**src/rtl/mac_pkg.sv**
```systemverilog
// rtl/mac_pkg.sv - shared constants and state encoding for the iterative Vedic MAC
package mac_pkg;

   localparam int DIGIT_W = 4;

   typedef enum logic [1:0] {
      IDLE = 2'd0,
      MUL  = 2'd1,
      FIX  = 2'd2,
      OUT  = 2'd3
   } state_t;

endpackage

```
**src/rtl/vedic_4bit_multiplier.sv**
```systemverilog
// rtl/vedic_4bit_multiplier.sv - combinational 4x4 Vedic (Urdhva Tiryagbhyam) digit multiplier
module vedic_4bit_multiplier (
   input  logic [3:0] a_i,
   input  logic [3:0] b_i,
   output logic [7:0] p_o
);

   function automatic logic [3:0] vedic2(input logic [1:0] a, input logic [1:0] b);
      logic t1, t2, c, hh;
      logic [3:0] p;
      t1   = a[1] & b[0];
      t2   = a[0] & b[1];
      c    = t1 & t2;
      hh   = a[1] & b[1];
      p[0] = a[0] & b[0];
      p[1] = t1 ^ t2;
      p[2] = hh ^ c;
      p[3] = hh & c;
      return p;
   endfunction

   logic [3:0] q0, q1, q2, q3;
   logic [4:0] mid;

   assign q0  = vedic2(a_i[1:0], b_i[1:0]);
   assign q1  = vedic2(a_i[3:2], b_i[1:0]);
   assign q2  = vedic2(a_i[1:0], b_i[3:2]);
   assign q3  = vedic2(a_i[3:2], b_i[3:2]);
   // Cross products share weight 2^2, so add them before shifting into place.
   assign mid = {1'b0, q1} + {1'b0, q2};
   assign p_o = {4'b0000, q0} + {1'b0, mid, 2'b00} + {q3, 4'b0000};

endmodule

```
**src/rtl/vedic_iter_mac.sv**
```systemverilog
// rtl/vedic_iter_mac.sv - iterative signed/unsigned multiply-accumulate built on one shared 4x4 Vedic core
module vedic_iter_mac
   import mac_pkg::*;
#(
   parameter int WIDTH     = 8,
   parameter int ACC_WIDTH = 24
) (
   input  logic                 clk,
   input  logic                 rst_n,
   input  logic                 in_valid,
   output logic                 in_ready,
   input  logic [WIDTH-1:0]     in_a,
   input  logic [WIDTH-1:0]     in_b,
   input  logic                 in_signed,
   input  logic                 in_acc,
   output logic                 out_valid,
   input  logic                 out_ready,
   output logic [2*WIDTH-1:0]   out_prod,
   output logic [ACC_WIDTH-1:0] out_acc,
   output logic                 out_ovf
);

   localparam int D  = WIDTH / DIGIT_W;
   localparam int PW = 2 * WIDTH;
   localparam int CW = (D > 1) ? $clog2(D) : 1;
   localparam logic [CW-1:0] LAST = CW'(D - 1);

   state_t                 state_q;
   logic [WIDTH-1:0]       a_mag_q, b_mag_q;
   logic                   neg_q, sgn_q, accm_q;
   logic [CW-1:0]          i_q, j_q;
   logic [PW-1:0]          partial_q;
   logic [PW-1:0]          prod_q;
   logic [ACC_WIDTH-1:0]   acc_q;
   logic                   ovf_q;
   logic                   out_valid_q;

   logic [WIDTH-1:0]       a_abs, b_abs, a_sh, b_sh;
   logic [7:0]             core_p;
   logic [PW-1:0]          core_ext, partial_d, prod_d;
   logic [CW+2:0]          shamt;
   logic [ACC_WIDTH-1:0]   prod_ext, acc_base, acc_d;
   logic [ACC_WIDTH:0]     sum;
   logic                   ovf_add, ovf_d;

   // 0x80..0 negates to itself, which is the correct unsigned magnitude.
   assign a_abs = (in_signed & in_a[WIDTH-1]) ? -in_a : in_a;
   assign b_abs = (in_signed & in_b[WIDTH-1]) ? -in_b : in_b;

   assign a_sh  = a_mag_q >> {i_q, 2'b00};
   assign b_sh  = b_mag_q >> {j_q, 2'b00};

   vedic_4bit_multiplier u_core (
      .a_i (a_sh[DIGIT_W-1:0]),
      .b_i (b_sh[DIGIT_W-1:0]),
      .p_o (core_p)
   );

   assign shamt = {({1'b0, i_q} + {1'b0, j_q}), 2'b00};

   always_comb begin
      core_ext      = '0;
      core_ext[7:0] = core_p;
   end

   assign partial_d = partial_q + (core_ext << shamt);
   assign prod_d    = neg_q ? -partial_q : partial_q;

   always_comb begin
      prod_ext         = {ACC_WIDTH{sgn_q & prod_d[PW-1]}};
      prod_ext[PW-1:0] = prod_d;
   end

   assign acc_base = accm_q ? acc_q : '0;
   assign sum      = {1'b0, acc_base} + {1'b0, prod_ext};
   assign acc_d    = sum[ACC_WIDTH-1:0];
   assign ovf_add  = sgn_q ? ((acc_base[ACC_WIDTH-1] == prod_ext[ACC_WIDTH-1]) &&
                              (sum[ACC_WIDTH-1] != acc_base[ACC_WIDTH-1]))
                           : sum[ACC_WIDTH];
   // An overwrite cannot overflow, so only accumulate mode keeps the old flag.
   assign ovf_d    = ovf_add | (accm_q & ovf_q);

   always_ff @(posedge clk or negedge rst_n) begin
      if (!rst_n) begin
         state_q     <= IDLE;
         a_mag_q     <= '0;
         b_mag_q     <= '0;
         neg_q       <= 1'b0;
         sgn_q       <= 1'b0;
         accm_q      <= 1'b0;
         i_q         <= '0;
         j_q         <= '0;
         partial_q   <= '0;
         prod_q      <= '0;
         acc_q       <= '0;
         ovf_q       <= 1'b0;
         out_valid_q <= 1'b0;
      end else begin
         unique case (state_q)
            IDLE: begin
               if (in_valid) begin
                  a_mag_q   <= a_abs;
                  b_mag_q   <= b_abs;
                  neg_q     <= in_signed & (in_a[WIDTH-1] ^ in_b[WIDTH-1]);
                  sgn_q     <= in_signed;
                  accm_q    <= in_acc;
                  partial_q <= '0;
                  i_q       <= '0;
                  j_q       <= '0;
                  state_q   <= MUL;
               end
            end
            MUL: begin
               partial_q <= partial_d;
               if (j_q == LAST) begin
                  j_q <= '0;
                  if (i_q == LAST) begin
                     state_q <= FIX;
                  end else begin
                     i_q <= i_q + CW'(1);
                  end
               end else begin
                  j_q <= j_q + CW'(1);
               end
            end
            FIX: begin
               prod_q      <= prod_d;
               acc_q       <= acc_d;
               ovf_q       <= ovf_d;
               out_valid_q <= 1'b1;
               state_q     <= OUT;
            end
            OUT: begin
               if (out_ready) begin
                  out_valid_q <= 1'b0;
                  state_q     <= IDLE;
               end
            end
            default: state_q <= IDLE;
         endcase
      end
   end

   assign in_ready  = (state_q == IDLE);
   assign out_valid = out_valid_q;
   assign out_prod  = prod_q;
   assign out_acc   = acc_q;
   assign out_ovf   = ovf_q;

endmodule

```
**config.mk**
```make
export PLATFORM = sky130hd
export DESIGN_NAME = vedic_iter_mac
export DESIGN_NICKNAME = d
export VERILOG_FILES = /design/src/rtl/mac_pkg.sv /design/src/rtl/vedic_4bit_multiplier.sv /design/src/rtl/vedic_iter_mac.sv
export SDC_FILE = /design/constraint.sdc
export NUM_CORES = 1
export LEC_CHECK = 0
export BUFFER_PORTS_ARGS = -buffer_cell sky130_fd_sc_hd__clkbuf_2
export CAP_MARGIN = 20
export CORE_UTILIZATION = 50
export DETAILED_ROUTE_END_ITERATION = 7
export PLACE_DENSITY = 0.69
export SLEW_MARGIN = 20
export SYNTH_ARGS = -nofsm -noshare
export SYNTH_HDL_FRONTEND = slang
export SYNTH_SLANG_ARGS = --single-unit
```
**constraint.sdc**
```tcl
create_clock -name clk -period 6.7 [get_ports clk]
set_clock_uncertainty 0.1 [all_clocks]
set_input_delay 1.005 -clock clk [delete_from_list [all_inputs] [get_ports clk]]
set_output_delay 1.005 -clock clk [all_outputs]
set_load 0.1 [all_outputs]
```
# After elaboration in Yosys (flattened, before gate mapping)
# Cells that the tools add are included.
# word_totals
register_bits	81
input_bits	22
output_inout_bits	43
word_cells	104
# classes
add_sub_neg	11
n_eq_ne	9
n_shift	3
muxes	20
bitwise	39
n_reduce_logical	9
# ops
op	n
$mux 16	2
$pmux 16 s2	1
$and 1x1->1	29
$add 24x24->25	1
$mux 24	1
$add 16x16->16	1
$mux 8	2
$neg 16->16	1
$neg 8->8	2
$shl 8x4->16	1
$shr 8x3->4	2
$xor 1x1->1	9
$add 4x7->8	1
$add 8x8->8	1
$mux 2	4
$ne 2x2->1 const B	4
$pmux 2 s4	1
$mux 1	6
$pmux 1 s2	3
$reduce_and 2->1	3
$add 4x4->5	1
$eq 2x2->1 const B	2
$reduce_and 4->1	1
$reduce_bool 2->1	2
other kinds (9)	10

# Longest topological paths before layout
# Gate-level depths: netlist (run 1).
# logic_depth
depth_word	10
mapped_depth	24

# Modules after synthesis
# A second synthesis (run 1) with hierarchy kept.
# hier_totals
hier_cells	721
hier_area_um2	6565.0
# modules_own_cells
mod	instances	cells_per_inst	area_per_inst_um2
vedic_iter_mac	1	663	6053.3
vedic_4bit_multiplier	1	58	511.7

# Worst setup path after synthesis (run 1)
# No wires, ideal clock.
# synth_timing
path_kind	register to register
start	reg j_q
end	reg partial_q[14]
setup_ns	0.133
t_arrival_ns	4.788
setup_slack_ns	1.679
stages_incl_launch_ff	25
n_path_buf	1
synth_period_minus_slack_ns	5.021
cell_sequence	dfrtp_1 -> clkbuf_1 -> mux2i_1 -> nor2_1 -> ha_1 -> ha_1 -> ha_1 -> a21o_1 -> a21o_1 -> ha_1 -> nand2_1 -> o21ai_0 -> nor2_1 -> xnor2_1 -> mux2i_1 -> nor2_1 -> ha_1 -> a21oi_1 -> o21bai_1 -> a21o_1 -> a2111oi_0 -> o21bai_1 -> a21oi_1 -> xor2_1 -> o21ai_0
# synth_between
elab_chain_len	10
# synth_lines
item	line_no	source
start: declaration	vedic_iter_mac.sv:31	logic [CW-1:0] i_q, j_q;
start signal: assignment	vedic_iter_mac.sv:123	j_q <= j_q + CW'(1);
$shr 8x3->4	vedic_iter_mac.sv:51	assign b_sh = b_mag_q >> {j_q, 2'b00};
$and 1x1->1, on equally long branches	vedic_4bit_multiplier.sv:11, vedic_4bit_multiplier.sv:12	
$and 1x1->1	vedic_4bit_multiplier.sv:13	c = t1 & t2;
$xor 1x1->1 or $and 1x1->1 (tied branches)	vedic_4bit_multiplier.sv:17, vedic_4bit_multiplier.sv:18	
$add 4x4->5	vedic_4bit_multiplier.sv:30	assign mid = {1'b0, q1} + {1'b0, q2};
$add 4x7->8	vedic_4bit_multiplier.sv:31	assign p_o = {4'b0000, q0} + {1'b0, mid, 2'b00} + {q3, 4'b0000};
$add 8x8->8	vedic_4bit_multiplier.sv:31	
$shl 8x4->16 *	vedic_iter_mac.sv:66	assign partial_d = partial_q + (core_ext << shamt);
$add 16x16->16 *	vedic_iter_mac.sv:66	
$pmux 16 s2 *	vedic_iter_mac.sv:99	unique case (state_q)
end signal: assignment	vedic_iter_mac.sv:114	partial_q <= partial_d;
end: declaration	vedic_iter_mac.sv:32	logic [PW-1:0] partial_q;
# Every way passes the cells marked *; elsewhere a longest branch is shown, timed or not.
# A chain may end at the register's enable or synchronous reset.

# Worst setup path in the final report (run 1)
# Same ends and word-level chain as after synthesis.

==> flow_summary.ini, run 1 <==
[die]
die_h_um = 115
die-area_sq_um = 13300
start_util = 0.511
fp-row-count = 41
die_w_um = 115
design.core.area_sq_um = 12600
pin_count = 65

[worst_hold_path]
holdPathEnd = b_mag_q[0]
hp-class = register to register
worstHoldStart = b_mag_q[0]
hold_depth = 2

[placement]
dp_hpwl_mm = 11.2
pre_cts_ws_ps = 1110
portBuffers = 64
place.gp.congestion = 0.969

[synth]
syn-num-nets = 819
async_flop_share = 1.00
ys.flop_type = dfrtp_1
synth_edf_count = 0
syn_area_sq_um = 6430
ys_seq_area_frac = 0.315
postSynthAreaPerCell_sq_um = 8.82
synth_cells = 729
yosysUniqueCellTypes = 59
ys_seq_elements = 81
ys_warn_count = 0

[clock_tree]
clk_latency_ps = 350
cts_resized = 0
cts_setup_buffers = 0
cts_made_buffers = 9
h-tree-depth = 3
cts_tree = done
clockRootBuffer = clkbuf_16
clockBufferDepth = 2
hold_buffers = 0
clk_pin_slew_worst_paths_ps = 60
clock_sinks = 81

[sta]
layout_setup_ws_ps = 1040
max_freq_ghz = 0.177
period_minus_slack_ps = 5660
holdWs_ps = 398
finalMaxSlewViolations = 0
fin_crit_sh = 0.845
rsz0062_at_grt = false
final-hold-violation-count = 0
worst_pin_slew_ps = 986
tns_ps = 0
setup_violations = 0
slew_headroom = 0.343

[worst_setup_path]
path_cells = mux2i_1, nor2_1, ha_1, ha_1, ha_1, a21o_1, a21o_1, ha_1, nand2_1, o21ai_0, nor2_1, xnor2_1, mux2i_1, nor2_1, ha_1, and4_1, o211ai_1, o31ai_1, a2111oi_0, o21bai_1, a21oi_1, xor2_1, o21ai_0
timing.rr.end = partial_q[14]
crit_fanout = 9
endpoint_kind = register
r2r_cells = 23
worst-setup-path-type = register to register
cpMostUsedCell = ha_1
required_ps = 6810
cp.arrival_ps = 5770
slowest_delay_ps = 640
r2r_slack_ps = 1040
reg2reg_from = j_q
cp_slowest_cell = a2111oi_0
cp-start-kind = register

[global_route]
grt_first_pass_wirelength_mm = 24.3
overflow = 0
grt_max_degree = 82
grt_usage = 0.233
antenna_found_initial = 0
grt_pass1_vias = 5246

[routing]
vias = 5415
drtAntennaViolNets = 0
dr.pass1.iters = 5
wl_per_cell_um = 15.3
initialDrtViolationCount = 302
vias_per_cell = 5.65
drt_wl_total_mm = 14.7
drc = 0

[cells_and_area]
final.fill_count = 1168
final_common_cell = nor2_1
layout.nets = 873
regArea_sq_um = 2030
layout-drive-gt1-share = 0.142
utilization = 0.571
diodes = 0
multi_input_area_sq_um = 4220
final_cell_mix = nor2_1, dfrtp_1, nand2_1, ha_1, clkbuf_2
area_growth_pct = 11.6

[run]
drv_cap = 0

[status]
status = completed
## critical path, delay by kind of cell, from the launching register on
family | cells | cell delay, ps
AO/OA/AOI/OAI | 9 | 1960
AND/OR/NAND/NOR | 5 | 560
flip-flops | 1 | 530
multiplexers | 2 | 560
adder cells (fa/ha/maj) | 5 | 1500
XOR/XNOR | 2 | 310
## stage by stage
step / instances / area [sq um]
2_1_floorplan: 729 / 6430
3_3_place_gp: 944 / 6870
3_5_place_dp: 944 / 6870
4_1_cts: 958 / 7170
5_1_grt: 958 / 7170
6_report: 958 / 7170
## cells by family (layout without fill, tap and decap cells)
| logic type | count (synthesis) | in the layout | share of synthesized area |
|---|---|---|---|
| simple gates | 262 | 262 | 0.194 |
| compound gates | 176 | 176 | 0.177 |
| flops | 81 | 81 | 0.315 |
| fa+ha+maj | 68 | 68 | 0.137 |
| xor+xnor | 62 | 62 | 0.0845 |
| buf+inv | 42 | 99 | 0.0282 |
| mux | 38 | 38 | 0.0640 |
## flip-flops by register name (all words and copies together) (netlist names)
signal,count
out_acc,24
out_prod,16
partial_q,16
a_mag_q,8
b_mag_q,8
state_q,2
accm_q,1
i_q,1
j_q,1
neg_q,1
out_ovf,1
out_valid,1
sgn_q,1
## worst max path at each step
stage	to	slack, ps	start	cells past startpoint
after CTS	partial_q[14]	1070	i_q	23
final	partial_q[14]	1040	j_q	23
after global placement	partial_q[14]	1400	j_q	23
after detailed placement	partial_q[14]	1110	i_q	23
after global routing	partial_q[14]	590	i_q	23
after floorplan	partial_q[14]	1680	j_q	24
## layout make-up
type                    count  share of cell area
clock buffers              11              0.0324
clock inverters             3             0.00942
inverters                  20              0.0105
multi-input cells         606               0.589
flip-flops and latches     81               0.283
well taps                 172              0.0300
repair buffers             65              0.0466
## cell usage after synthesis (2+ instances only)
cell type,instances,area share
o41ai_1,3,0.0041
xor2_1,15,0.020
and2_1,31,0.030
o21ai_0,58,0.045
nor3_1,10,0.0078
o2bb2ai_1,3,0.0041
a21oi_1,35,0.027
mux2i_1,16,0.025
buf_6,3,0.0053
mux2_2,21,0.037
a21boi_0,2,0.0023
o211ai_1,4,0.0047
a22o_1,8,0.011
nand2b_1,6,0.0058
nor2_1,99,0.058
o21a_1,5,0.0058
nand2_1,65,0.038
inv_1,19,0.011
nor2b_1,11,0.011
ha_1,64,0.12
o31ai_1,7,0.0082
and3_1,2,0.0019
fa_1,4,0.012
or4_1,5,0.0058
clkbuf_1,18,0.011
nor4_1,4,0.0039
o21bai_1,8,0.0093
nand3_1,13,0.010
a211oi_1,7,0.0082
a21o_1,17,0.020
or2_2,2,0.0019
dfrtp_1,81,0.32
or3_1,4,0.0039
xnor2_1,47,0.064
a31oi_1,8,0.0078
## layer usage
metal | part of all wire | wire [um] | global-route usage | vias up
met4 | 0.0090 | 132 | 0.0615 | 0
met3 | 0.035 | 507 | 0.0453 | 16
met1 | 0.45 | 6610 | 0.286 | 2603
met5 | 0 | 0 | 0 | -
li1 | - | - | - | 2692
met2 | 0.51 | 7410 | 0.417 | 104
Power of run 1 is left out: the tool's default activity adds up to more than one toggle a clock period on the data nets, which glitch-free logic cannot reach.
==> inputs of run 2 (changes only) <==
- PLACE_DENSITY: 0.69 -> 0.72
- clock period: 6.7 -> 4.83 ns (I/O delays scaled with it)
==> flow_summary.ini, run 2 (same netlist as run 1, synthesis figures left out) <==
[status]
status = finished, violations left
violations = negative setup slack

[routing]
drtAntennaViolNets = 0
wl_per_cell_um = 15.5
drc = 0
vias_per_cell = 5.67
drt_wl_total_mm = 15.3
vias = 5588
dr.pass1.iters = 4
initialDrtViolationCount = 306

[worst_setup_path]
slowest_delay_ps = 640
timing.rr.end = partial_q[14]
worst-setup-path-type = register to register
r2r_cells = 21
reg2reg_from = i_q
crit_fanout = 5
crit_family = compound AO/OA/AOI/OAI gates
path_buf_inv = 0
cp_slowest_cell = fa_2
r2r_slack_ps = -20
path_cells = mux2i_2, nor2_1, ha_1, fa_2, ha_4, a21o_1, a21oi_4, o21ai_2, nor2_2, xnor2_2, mux2i_1, nor2_1, ha_2, a21oi_2, o21bai_1, a21o_1, a2111oi_4, o21bai_1, a21oi_2, xor2_1, o21ai_0
cp.arrival_ps = 4960
required_ps = 4940
cp-start-kind = register
endpoint_kind = register

[clock_tree]
h-tree-depth = 3
clockRootBuffer = clkbuf_16
clk_pin_slew_worst_paths_ps = 70
hold_buffers = 0
cts_tree = done
clk_latency_ps = 350
clock_sinks = 81
cts_made_buffers = 9
clockBufferDepth = 2

[sta]
layout_setup_ws_ps = -20.0
slew_headroom = 0.374
max_freq_ghz = 0.206
setup_violations = 1
final-hold-violation-count = 0
finalMaxSlewViolations = 0
fin_crit_sh = 1.00
worst_pin_slew_ps = 936
rsz0062_at_grt = true
period_minus_slack_ps = 4850

[global_route]
antenna_found_initial = 0
grt_pass1_vias = 5367
grt_usage = 0.233
grt_max_degree = 82
grt_first_pass_wirelength_mm = 24.4
overflow = 0

[die]
pin_count = 65
die_w_um = 115
start_util = 0.511
design.core.area_sq_um = 12600
die_h_um = 115
fp-row-count = 41
die-area_sq_um = 13300

[cells_and_area]
largest_register_ffs = 24
area_growth_pct = 18.6
layout.nets = 898
final_cell_mix = nor2_1, dfrtp_1, nand2_1, clkbuf_2, o21ai_0
layout-drive-gt1-share = 0.218
stdcell_area_sq_um = 7620
utilization = 0.606
diodes = 0
final_common_cell = nor2_1

[placement]
placed_cell_area_sq_um = 7040
place.gp.congestion = 0.953
dp_hpwl_mm = 11.1
pre_cts_ws_ps = -196
portBuffers = 64

[run]
drv_cap = 0

[worst_hold_path]
hp-class = input pin to asynchronous set/reset pin
==> run 2: per-stage QoR <==
stage / hold WS (ps) / instances / setup TNS, ps
5_1_grt: 378 / 985 / -449
2_1_floorplan: 329 / 729 / 0
6_report: 315 / 985 / -20.0
4_1_cts: 387 / 982 / 0
3_3_place_gp: 365 / 963 / 0
3_5_place_dp: 370 / 963 / -305
==> run 2: layout make-up <==
cell class | count | area, sq um
inverter | 20 | 75.1
clock buffer | 11 | 253
timing repair buffer | 90 | 526
fill | 1055 | 4950
clock inverter | 5 | 85.1
multi-input combinational | 606 | 4440
sequential | 81 | 2030
tap | 172 | 215
==> run 2: worst register-to-register path: stages (launching register included) <==
cell	delay [ps]
dfrtp_2	450
mux2i_2	310
nor2_1	80
ha_1	350
fa_2	640
ha_4	220
a21o_1	180
a21oi_4	170
o21ai_2	80
nor2_2	150
xnor2_2	140
mux2i_1	100
nor2_1	140
ha_2	310
a21oi_2	140
o21bai_1	80
a21o_1	200
a2111oi_4	350
o21bai_1	130
a21oi_2	170
xor2_1	150
o21ai_0	80
==> run 2: timing repair <==
action,CTS,global route
gates cloned,0,0
setup buffers,3,3
endpoints found under the setup margin,3,5
gates resized for setup,8,28
pin swaps,3,23
==> run 2: layer usage <==
layer / share of wire / vias to the layer above / track usage
met5: 0 / - / 0
met4: 0.020 / 0 / 0.0866
met3: 0.042 / 26 / 0.0459
met2: 0.50 / 139 / 0.411
met1: 0.44 / 2684 / 0.281
li1: - / 2739 / -
==> run 2: worst max-delay path by stage <==
stage | endpoint | startpoint | slack (ps) | cells past startpoint
after floorplan | partial_q[15] | i_q | 70 | 22
after global placement | partial_q[14] | j_q | 10 | 21
after detailed placement | partial_q[14] | j_q | -200 | 21
after CTS | partial_q[14] | j_q | 6 | 23
after global routing | partial_q[14] | i_q | -210 | 21
final | partial_q[14] | i_q | -20 | 21
Power of run 2 is left out for the same reason.
==> inputs of run 3 (changes only) <==
- CTS_BUF_LIST: not set -> sky130_fd_sc_hd__clkbuf_8 sky130_fd_sc_hd__clkbuf_16
- PLACE_DENSITY: 0.72 -> 0.66
- clock period: 4.83 -> 6.2 ns (I/O delays scaled with it)
==> flow_summary.ini, run 3 (same netlist as run 1, synthesis figures left out) <==
[global_route]
grt_usage = 0.233
antenna_found_initial = 0
grt_first_pass_wirelength_mm = 24.4
grt_pass1_vias = 5198
overflow = 0
grt_max_degree = 82

[die]
start_util = 0.511
fp-row-count = 41
design.core.area_sq_um = 12600
die_w_um = 115
pin_count = 65
die-area_sq_um = 13300
die_h_um = 115

[sta]
worst_pin_slew_ps = 986
slew_headroom = 0.343
rsz0062_at_grt = false
tns_ps = 0
period_minus_slack_ps = 5500
fin_crit_sh = 0.886
max_freq_ghz = 0.182
final-hold-violation-count = 0
finalMaxSlewViolations = 0
setup_violations = 0

[cells_and_area]
largest_register_ffs = 24
area_growth_pct = 11.8
diodes = 0
final_cell_mix = nor2_1, dfrtp_1, nand2_1, ha_1, clkbuf_2
fin_cells = 959
layout-drive-gt1-share = 0.144
layout.nets = 873
utilization = 0.572
stdcell_area_sq_um = 7180
final_common_cell = nor2_1

[routing]
drt_wl_total_mm = 14.6
drc = 0
vias = 5324
drtAntennaViolNets = 0
wl_per_cell_um = 15.2
dr.pass1.iters = 4
vias_per_cell = 5.55
initialDrtViolationCount = 328

[worst_setup_path]
worst-setup-path-type = register to register
cp-start-kind = register
cp.arrival_ps = 5600
required_ps = 6300
cpMostUsedCell = ha_1
slowest_delay_ps = 570
cp_slowest_cell = dfrtp_1
crit_family = compound AO/OA/AOI/OAI gates
endpoint_kind = register
crit_fanout = 8
path_buf_inv = 0
path_cells = mux2i_1, nor2_1, ha_1, ha_1, ha_1, a21o_1, a21o_1, ha_1, nand2_1, o21ai_0, nor2_1, xnor2_1, mux2i_1, nor2_1, ha_1, and4_1, o211ai_1, o31ai_1, a2111oi_0, o21bai_1, a21oi_1, xor2_1, o21ai_0

[clock_tree]
cts_setup_buffers = 0
cts_resized = 0
hold_buffers = 0
clk_latency_ps = 340
h-tree-depth = 3
clock_sinks = 81
clockRootBuffer = clkbuf_16
cts_made_buffers = 9
clk_pin_slew_worst_paths_ps = 50
cts_tree = done
clockBufferDepth = 2

[worst_hold_path]
hp-class = register to register

[placement]
dp_hpwl_mm = 10.9
portBuffers = 64
place.gp.congestion = 0.930
dp.cells = 944
placed_cell_area_sq_um = 6870

[status]
status = completed

[run]
drv_cap = 0
[run 3: tightest hold or removal path, stage by stage, from the launching register on]
cell and delay (ps):
dfrtp_1 330, nand2_1 50, o21ai_0 60
[run 3: path summary, 6_finish.rpt]
| kind | startpoint | end | slack (ps) | cells after the start |
|---|---|---|---|---|
| min in group asynchronous | rst_n | out_acc[6] | 490 | 1 |
| setup / recovery | i_q | partial_q[14] | 700 | 23 |
| max in group asynchronous | rst_n | out_acc[15] | 4930 | 1 |
| hold reg to reg | a_mag_q[2] | a_mag_q[2] | 380 | 2 |
| hold / removal | a_mag_q[2] | a_mag_q[2] | 380 | 2 |
| setup reg to reg | i_q | partial_q[14] | 700 | 23 |
[run 3: metal layers]
| metal | share of wire | track usage | vias up |
|---|---|---|---|
| li1 | - | - | 2681 |
| met1 | 0.47 | 0.301 | 2558 |
| met2 | 0.49 | 0.400 | 77 |
| met3 | 0.033 | 0.0380 | 8 |
| met4 | 0.0058 | 0.0658 | 0 |
| met5 | 0 | 0 | - |
[run 3: area by class of cell]
cell class              instances  area, sq um
well taps                     172          215
clock inverters                 5         72.6
multi-input cells             606         4220
repair buffers                 65          334
flip-flops and latches         81         2030
fillers                      1147         5380
clock buffers                  10          239
inverters                      20         75.1
[run 3: stage by stage]
step,setup slack [ps],hold slack (ps)
2_1_floorplan,1180,349
3_3_place_gp,911,382
3_5_place_dp,733,369
4_1_cts,696,382
5_1_grt,69.6,420
6_report,704,376
Power of run 3 is left out for the same reason.
